$ cat src/rtl/fetch_stage.sv
`default_nettype none
// ============================================================================
//  Module      : fetch_stage
//  Description : DLX instruction-fetch stage. Owns the program counter and
//                drives the word address of a synchronous instruction ROM
//                with 1-cycle read latency. Presents instruction, PC and
//                NPC to the IF/ID boundary. Handles ID stalls, EX redirects
//                and a terminal halt.
//  Ports       : clk, reset          - clock, async active-high reset
//                stall_i             - ID cannot accept, hold output
//                redirect_i/_pc_i    - taken branch/jump and its target
//                halt_i              - stop fetching until reset
//                rom_addr            - ROM word address (registered in ROM)
//                rom_rdata/_valid    - ROM data for last issued address
//                if_instr/pc/npc     - fetched instruction, its PC, PC+4
//                if_valid            - if_* carry a live instruction
//                halted              - fetch unit stopped
//  Revision    : 1.0 - initial release
// ============================================================================
module fetch_stage #(
    parameter int unsigned DATA_WIDTH = 32,
    parameter int unsigned ADDR_WIDTH = 10,
    parameter int unsigned PC_WIDTH   = 32,
    parameter int unsigned RESET_PC   = 0
) (
    input  logic                  clk,
    input  logic                  reset,
    input  logic                  stall_i,
    input  logic                  redirect_i,
    input  logic [PC_WIDTH-1:0]   redirect_pc_i,
    input  logic                  halt_i,
    output logic [ADDR_WIDTH-1:0] rom_addr,
    input  logic [DATA_WIDTH-1:0] rom_rdata,
    input  logic                  rom_rdata_valid,
    output logic [DATA_WIDTH-1:0] if_instr,
    output logic [PC_WIDTH-1:0]   if_pc,
    output logic [PC_WIDTH-1:0]   if_npc,
    output logic                  if_valid,
    output logic                  halted
);

    localparam logic [1:0]          c_BOOT     = 2'd0;
    localparam logic [1:0]          c_RUN      = 2'd1;
    localparam logic [1:0]          c_HALTED   = 2'd2;
    localparam logic [PC_WIDTH-1:0] c_RESET_PC = PC_WIDTH'(RESET_PC);
    localparam logic [PC_WIDTH-1:0] c_PC_STEP  = PC_WIDTH'(4);

    logic [1:0]          r_state;
    logic [1:0]          w_next_state;
    logic [PC_WIDTH-1:0] r_req_pc;   // PC issued last cycle; its data is on rom_rdata now
    logic [PC_WIDTH-1:0] w_iss_pc;   // PC issued to the ROM this cycle
    logic                r_halted;
    logic                w_unused;

    // Issue-PC selection, highest priority first. A stall or missing ROM data
    // replays req_pc so the ROM re-reads it and the IF outputs stay stable.
    always_comb begin
        w_iss_pc = r_req_pc + c_PC_STEP;
        if (r_state == c_HALTED) begin
            w_iss_pc = r_req_pc;
        end else if (redirect_i) begin
            w_iss_pc = {redirect_pc_i[PC_WIDTH-1:2], 2'b00};
        end else if (r_state == c_BOOT) begin
            w_iss_pc = c_RESET_PC;
        end else if (stall_i || !rom_rdata_valid) begin
            w_iss_pc = r_req_pc;
        end
    end

    // Halt wins over redirect; HALTED is only left through reset.
    always_comb begin
        w_next_state = r_state;
        if (r_state != c_HALTED && halt_i) begin
            w_next_state = c_HALTED;
        end else if (r_state == c_BOOT) begin
            w_next_state = c_RUN;
        end
    end

    always_ff @(posedge clk or posedge reset) begin
        if (reset) begin
            r_state  <= c_BOOT;
            r_req_pc <= c_RESET_PC;
            r_halted <= 1'b0;
        end else begin
            r_state  <= w_next_state;
            r_halted <= (w_next_state == c_HALTED);
            // Freeze the PC on entry to HALTED so rom_addr stays constant.
            if (w_next_state != c_HALTED) begin
                r_req_pc <= w_iss_pc;
            end
        end
    end

    // PC bits above the ROM range alias onto the same words.
    assign rom_addr = w_iss_pc[ADDR_WIDTH+1:2];

    assign if_valid = (r_state == c_RUN) & rom_rdata_valid & ~redirect_i & ~halt_i;
    assign if_pc    = r_req_pc;
    assign if_npc   = r_req_pc + c_PC_STEP;
    assign if_instr = rom_rdata;
    assign halted   = r_halted;

    // Byte-offset bits and the aliased upper PC bits never reach the ROM.
    assign w_unused = ^{redirect_pc_i[1:0], w_iss_pc};

endmodule
`default_nettype wire

$ cat config.mk
export PLATFORM = sky130hd
export DESIGN_NAME = fetch_stage
export DESIGN_NICKNAME = d
export VERILOG_FILES = /design/src/rtl/fetch_stage.sv
export SDC_FILE = /design/constraint.sdc
export NUM_CORES = 1
export LEC_CHECK = 0
export BUFFER_PORTS_ARGS = -buffer_cell sky130_fd_sc_hd__buf_2
export CORE_ASPECT_RATIO = 1.5
export CORE_MARGIN = 2
export CORE_UTILIZATION = 35
export CTS_CLUSTER_SIZE = 28
export DETAILED_ROUTE_END_ITERATION = 8
export PLACE_DENSITY_LB_ADDON = 0.25
export SLEW_MARGIN = 10
export SYNTH_ARGS = -nofsm -noshare
export SYNTH_HDL_FRONTEND = slang
export SYNTH_SLANG_ARGS = --single-unit
$ cat constraint.sdc
create_clock -name clk -period 1.7 [get_ports clk]
set_input_delay 0.255 -clock clk [delete_from_list [all_inputs] [get_ports clk]]
set_output_delay 0.255 -clock clk [all_outputs]
set_load 0.02 [all_outputs]
==> key figures, run 1 <==
Worst setup path
  • Worst setup startpoint: if_pc[3]
  • CP dominant cell by count: buf_4
  • WP data arrival: about 1.9 ns
  • Slowest library cell on the worst path: dfrtp_2
  • Worst setup path category: reg -> out
  • Crit-path max FO: 5
  • Critical Path End Type: primary output
  • Largest stage delay on the critical path: slightly below 0.4 ns
  • CP required: 1.44 ns
  • Crit-path cells: buf_4 > nand4_4 > or3_4 > buf_4 > o311ai_2 > buf_4
  • Nature of the critical path startpoint: flop
  • FF-to-FF Start: if_pc[18]

STA
  • Max Freq: 463 MHz
  • Worst slew pin tran: 0.479 ns
  • Min cycle time layout: 2.16 ns
  • Final worst setup slack: -0.461 ns
  • Final cycle utilization of the critical path: 127%
  • Final Max Slew Viols: 0
  • Endpoints failing hold: 0
  • Hold WS: roughly 0.075 ns
  • Setup violators final: between 50 and 60
  • Fin Clk Skew: 0.0111 ns
  • Slew HR: 68.0%
  • RSZ-0062 raised after global routing: yes

Finish
  • Nets@finish: 630
  • Layout area overhead: 92.3%
  • Share of cells above drive strength 1: a little under three quarters
  • Diode count: 0
  • Util after Layout: 69.4%
  • Fin cells: 667

Global routing
  • Grt ovf: 0
  • Vias in the first global route: about 3600
  • Largest net degree at the start of global routing: 38
  • First-pass GRT wire length: between 15 and 20 mm
  • Total global routing track utilization: a little under a quarter
  • Initial antenna violation count: 0

Clock network
  • Hold_buf cts: 0
  • H-tree Lvls: 2
  • Root Buffer: clkbuf_16
  • Clock buffer depth: 2
  • Clock Sinks: 35
  • Clock transition at the registers of the reported paths: 0.06 ns
  • Worst-Skew Late Latency: 0.28 ns
  • CTS Buf Count: 5
  • CTS tree: built

Job
  • Max_cap viols: 0

Synthesis
  • Post-synthesis sequential area ratio: approximately 29%
  • Yosys reg bits: 35
  • Post-Syn Nets: 442
  • Top cells by count, synth: 37 x buf_4, 35 x dfrtp_1, 28 x nand2_1, 28 x nand3_1, 27 x o21ai_0
  • Top FF cell, synth: dfrtp_1
  • Library cells used by synthesis: just under 60
  • Top cell type's share of synthesized area: 28.7%
  • Synth warnings: 0
  • Synth Instances: 371
  • Avg Cell Area, Syn: 8.23 sq um
  • Cell taking the most area after synthesis: dfrtp_1
  • Top post-synthesis cells by area: dfrtp_1 29%, buf_4 9.1%, xnor2_1 6.3%
  • Cell area after synthesis: between 3000 and 4000 sq um
  • Post-synth EDFFs: 0
  • Top-count cell post-synth: buf_4
  • Ys async rst share: 100%

Route
  • Via Count: 3599
  • Initial drt markers: 170
  • Wirelength, routed: 12.0 mm
  • ANT nets after route: 0
  • Routed len/inst: about 18 microns
  • Vias/cell: 5.40
  • Pre-Repair DR Iteration Count: 4
  • DRC: 0

Placed design
  • IO buf count: 111
  • Routability Congestion: approximately 0.85
  • DP HPWL: 7.65 mm
  • Placed insts: 619

Floorplanning
  • Die height: between 100 and 150 microns
  • Die width: 80.3 microns
  • Core Box Area: 8460 sq um
  • Initial Utilization: 36.1%
  • Row cnt: 41
  • Num ports: 178
  • Die Area: 9500 sq um

Power
  • Peak VDD IR: 0.454 mV
  • Pwr dens: 568 nW/um^2
  • Leak: between 2 and 3 nW
  • Post-layout power: 3.33 mW

Status
  • Outcome: finished, violations left
  • Failing checks: negative setup slack

Hold path
  • HP Class: in -> async
## layer usage
layer  GRT usage [%]  share of wire (%)  vias up
li1                -                  -     1683
met1            25.2                 35     1746
met2            43.0                 57      128
met3            3.05                4.9       42
met4            11.1                2.9        0
met5               0                  0        -
## where the power goes
part	total [mW]	internal [mW]	switching [mW]	leakage, nW
logic	1.42	0.634	0.787	2.17
registers	0.998	0.914	0.0836	0.377
clock network	0.917	0.540	0.377	0.0658
total	3.33	2.09	1.25	2.61
## final timing paths
kind,endpoint,slack [ns],cells past startpoint
max in group asynchronous,if_pc[23],1.26,3
min in group clk,r_state[1],0.22,2
worst min-delay path,halted,0.08,3
worst min register to register,if_pc[0],0.55,1
worst max-delay path,rom_addr[5],-0.46,6
worst max register to register,if_pc[24],-0.17,8
## stage by stage
step	area [sq um]	TNS (ns)	setup WS [ns]
6_report	5870	-13.32	-0.461
5_1_grt	5870	-17.84	-0.555
2_1_floorplan	3490	-3.51	-0.214
3_3_place_gp	4460	-3.88	-0.196
3_5_place_dp	4460	-4.30	-0.212
4_1_cts	5350	-12.49	-0.461
## flip-flops by register name, summed over array words and instances, names as in the netlist
register / count
r_state: 2
halted: 1
if_pc: 32
## logic make-up after synthesis
logic type      after synthesis  share of synthesized area [%]
compound gates               94                           21.1
buf+inv                      74                           14.6
xor+xnor                     30                           8.60
flops                        35                           28.7
simple gates                135                           25.9
fa+ha+maj                     1                          0.410
mux                           2                          0.737
## repair_timing
item                                    in CTS  in global routing
endpoints found under the setup margin      49                 59
gates resized for setup                    136                 83
pin swaps                                   44                 36
cloned                                       0                  1
setup buffers                               21                 21
## cell usage in the layout (no fill, tap or decap), types with 5 or more instances in the layout
cell type / count
dfrtp_1: 13
nand3_1: 10
nand4_1: 5
nor2_1: 17
o21ai_0: 10
nand2_1: 22
o21ai_1: 15
dfrtp_2: 22
nand3_2: 10
buf_12: 8
xnor2_2: 12
buf_4: 101
inv_1: 8
xor2_1: 5
nor3_2: 5
and3_1: 8
a21oi_1: 10
a21oi_2: 8
clkbuf_16: 6
nand3_4: 11
buf_6: 57
nor4_4: 6
xnor2_4: 8
o311ai_2: 5
buf_2: 76
## worst max-delay path, delay by kind of cell, from the launching register on
kind | cells | cell delay [ns]
flip-flops | 1 | 0.39
AND/OR/NAND/NOR | 2 | 0.55
AO/OA/AOI/OAI | 1 | 0.21
buffers and inverters | 3 | 0.47
## layout make-up
type	instances	area, sq um
Timing Repair Buffer	245	2000
Inverter	10	45.0
Multi-Input combinational cell	262	2650
Clock inverter	3	20.0
Tap cell	107	134
Clock buffer	5	125
Sequential cell	35	903
Fill cell	617	2590
Power figures use the tool's default switching activity.
==> run 2: changes to the inputs <==
--- a/config.mk
+++ b/config.mk
@@ -9,9 +9,9 @@
 export CORE_ASPECT_RATIO = 1.5
 export CORE_MARGIN = 2
 export CORE_UTILIZATION = 35
-export CTS_CLUSTER_SIZE = 28
 export DETAILED_ROUTE_END_ITERATION = 8
 export PLACE_DENSITY_LB_ADDON = 0.25
+export REMOVE_ABC_BUFFERS = 1
 export SLEW_MARGIN = 10
 export SYNTH_ARGS = -nofsm -noshare
 export SYNTH_HDL_FRONTEND = slang
==> run 2 against run 1 <==
  * The flow still finishes with violations (negative setup slack)
  * Power shrank 3.0%
  * Core utilization fell by 3.9 points
  * Global-route usage down 0.10 points
  * Maximum frequency decreased by 3.7%
  * Die area unchanged
  * Sequential share of layout area rose by 0.50 points
  * Flip-flop and latch count unchanged
  * Wire length rose by 1.5%
  * Non-clock buffer count up 1
  * Cell count grew 0.15%
==> key figures, run 2 (synthesis gave the netlist of run 1 again) <==
Floorplanning
  • Die height: 118 microns (unchanged)
  • Initial Utilization: 36.1% (unchanged)
  • Row cnt: 41 (unchanged)
  • Core Box Area: 8460 sq um (unchanged)
  • Die Area: 9500 sq um (unchanged)
  • Num ports: 178 (unchanged)
  • Die width: 80.3 microns (unchanged)

Worst setup path
  • FF-to-FF Start: if_pc[2]
  • Slowest library cell on the worst path: dfrtp_1
  • Reg-to-reg endpoint: if_pc[20]
  • WP data arrival: 1.99 ns (+0.08 ns)
  • Crit-path cells: ha_4 > and4_4 > nand3_2 > xor2_2 > o21ai_1 > a221o_1 > buf_6
  • R2r worst-path depth: 8 (unchanged)
  • Crit-path max FO: 3 (-2)
  • Largest stage delay on the critical path: 0.41 ns (+0.02 ns)
  • R2r setup slk: -0.25 ns (-0.08 ns)
  • Worst setup path category: reg -> out
  • CP required: 1.44 ns (about the same)
  • Nature of the critical path startpoint: flop
  • Critical Path End Type: primary output

Placed design
  • IO buf count: 111 (unchanged)
  • Routability Congestion: 0.936 (+9.9%)
  • Placed Area: 4080 sq um (-8.6%)
  • DP HPWL: 8.20 mm (+7.2%)

Clock network
  • Root Buffer: clkbuf_16
  • Clock transition at the registers of the reported paths: 0.06 ns (about the same)
  • Clock buffer depth: 2 (unchanged)
  • CTS Buf Count: 5 (unchanged)
  • H-tree Lvls: 2 (unchanged)
  • CTS tree: built
  • Worst-Skew Late Latency: 0.28 ns (about the same)
  • Clock Sinks: 35 (unchanged)

Finish
  • Share of cells above drive strength 1: 65.6% (-5.5 points)
  • Fillers: 689 (+12%)
  • Max reg flops: 32 (unchanged)
  • Multi-input gate area: 2430 sq um (-8.4%)
  • Most frequent cells in the layout: 120 x buf_4, 73 x buf_2, 46 x buf_6, 31 x dfrtp_1, 21 x nand2_1
  • Reg area: 881 sq um (-2.5%)
  • Diode count: 0 (unchanged)
  • Post-route cell area: 5540 sq um (-5.6%)
  • Most common cell after layout, fill and taps aside: buf_4
  • Layout area overhead: 81.5%
  • Nets@finish: 631 (+0.16%)

Route
  • Wirelength, routed: 12.2 mm (+1.5%)
  • ANT nets after route: 0 (unchanged)
  • Pre-Repair DR Iteration Count: 4 (unchanged)
  • Routed len/inst: 18.3 microns (+1.4%)
  • Via Count: 3616 (+0.47%)
  • Initial drt markers: 117 (-31%)
  • Vias/cell: 5.41 (+0.32%)
  • DRC: 0 (unchanged)

Power
  • Pwr dens: 583 nW/um^2 (+2.7%)
  • Peak VDD IR: 0.470 mV (+3.5%)
  • Leak: 2.62 nW (+0.17%)
  • Post-layout power: 3.23 mW (-3.0%)

Global routing
  • Met2 GRT Util: 38.0% (-5.0 points)
  • Grt ovf: 0 (unchanged)
  • GRT met3 Usage: 7.33% (+4.3 points)
  • First-pass GRT wire length: 17.3 mm (-0.60%)
  • Met1 GRT Util: 28.6% (+3.4 points)
  • Gr busiest metal: met2
  • Initial antenna violation count: 0 (unchanged)
  • Total global routing track utilization: 23.2% (-0.10 points)
  • Largest net degree at the start of global routing: 37 (-2.6%)
  • Vias in the first global route: 3392 (-5.3%)

STA
  • Worst slew pin tran: 0.486 ns (+0.00687 ns)
  • Final Max Slew Viols: 0 (unchanged)
  • Slew HR: 67.6% (-0.46 points)
  • RSZ-0062 raised after global routing: yes
  • Setup violators final: 49 (-11%)
  • Endpoints failing hold: 0 (unchanged)
  • Final worst setup slack: -0.544 ns (-0.0829 ns)
  • Max Freq: 446 MHz (-3.7%)
  • Min cycle time layout: 2.24 ns (+0.0829 ns)
  • Final cycle utilization of the critical path: 132% (+4.9 points)
  • Fin Clk Skew: 0.00393 ns (-0.00712 ns)

Status
  • Outcome: finished, violations left
  • Failing checks: negative setup slack

Hold path
  • HP Class: in -> async

Job
  • Max_cap viols: 0 (unchanged)
==> run 2: cell count changes in the layout (fill, tap and decap cells not counted), sizes merged <==
cell      change
buf           +2
clkbuf        -1
clkinv        +2
clkinvlp      -2
==> run 2: metal layers <==
| layer | up-vias | share of wire, % |
|---|---|---|
| li1 | 1682 | - |
| met4 | 0 | 2.3 |
| met5 | - | 0 |
| met1 | 1732 | 40 |
| met3 | 20 | 7.4 |
| met2 | 182 | 51 |
==> run 2: worst max path at each step <==
stage / start / end / slack (ns) / depth (start not counted)
after global placement: if_pc[2] / if_npc[22] / -0.29 / 7
final: if_pc[2] / rom_addr[6] / -0.54 / 7
after detailed placement: if_pc[2] / if_npc[18] / -0.34 / 7
after CTS: if_pc[3] / rom_addr[7] / -0.54 / 9
after floorplan: if_pc[7] / if_npc[23] / -0.78 / 4
after global routing: if_pc[2] / if_npc[16] / -0.63 / 9
==> run 2: critical path: cells and delay by family, from the launching register on <==
| family | cells | cell delay, ns |
|---|---|---|
| AOI/OAI and AO/OA | 2 | 0.43 |
| and+or+nand+nor | 2 | 0.36 |
| adders and majority gates | 1 | 0.18 |
| buffers and inverters | 1 | 0.14 |
| xor gates and xnor gates | 1 | 0.19 |
| DFF | 1 | 0.41 |
==> run 2: area by class of cell <==
type	count	area share, %
repair buffers	246	34.7
clock inverters	3	0.271
flip-flops and latches	35	15.9
inverters	10	0.677
well taps	107	2.41
multi-input cells	262	43.8
clock buffers	5	2.26
==> run 2: power breakdown <==
group | internal [mW] | total (mW) | switching, mW | leakage [nW]
logic | 0.604 | 1.35 | 0.743 | 2.15
registers | 0.906 | 0.992 | 0.0859 | 0.395
clock network | 0.535 | 0.895 | 0.360 | 0.0733
==> run 2: timing repair <==
action | 4_1_cts | 5_1_grt
hold buffers | 0 | 0
gates resized for setup | 92 | 144
pin swaps | 22 | 42
buffers inserted | 15 | 32
setup endpoints to repair | 49 | 59
==> run 2: metrics by stage <==
stage / setup slack [ns] / hold slack (ns) / utilization (%) / std cells / setup TNS [ns]
3_3_place_gp: -0.286 / 0.389 / 48.1 / 617 / -4.75
2_1_floorplan: -0.779 / 0.378 / - / 307 / -21.58
5_1_grt: -0.630 / 0.122 / 65.5 / 668 / -19.10
4_1_cts: -0.544 / 0.0967 / 55.6 / 640 / -13.84
3_5_place_dp: -0.338 / 0.396 / 48.1 / 617 / -6.25
6_report: -0.544 / 0.0795 / 65.5 / 668 / -14.42
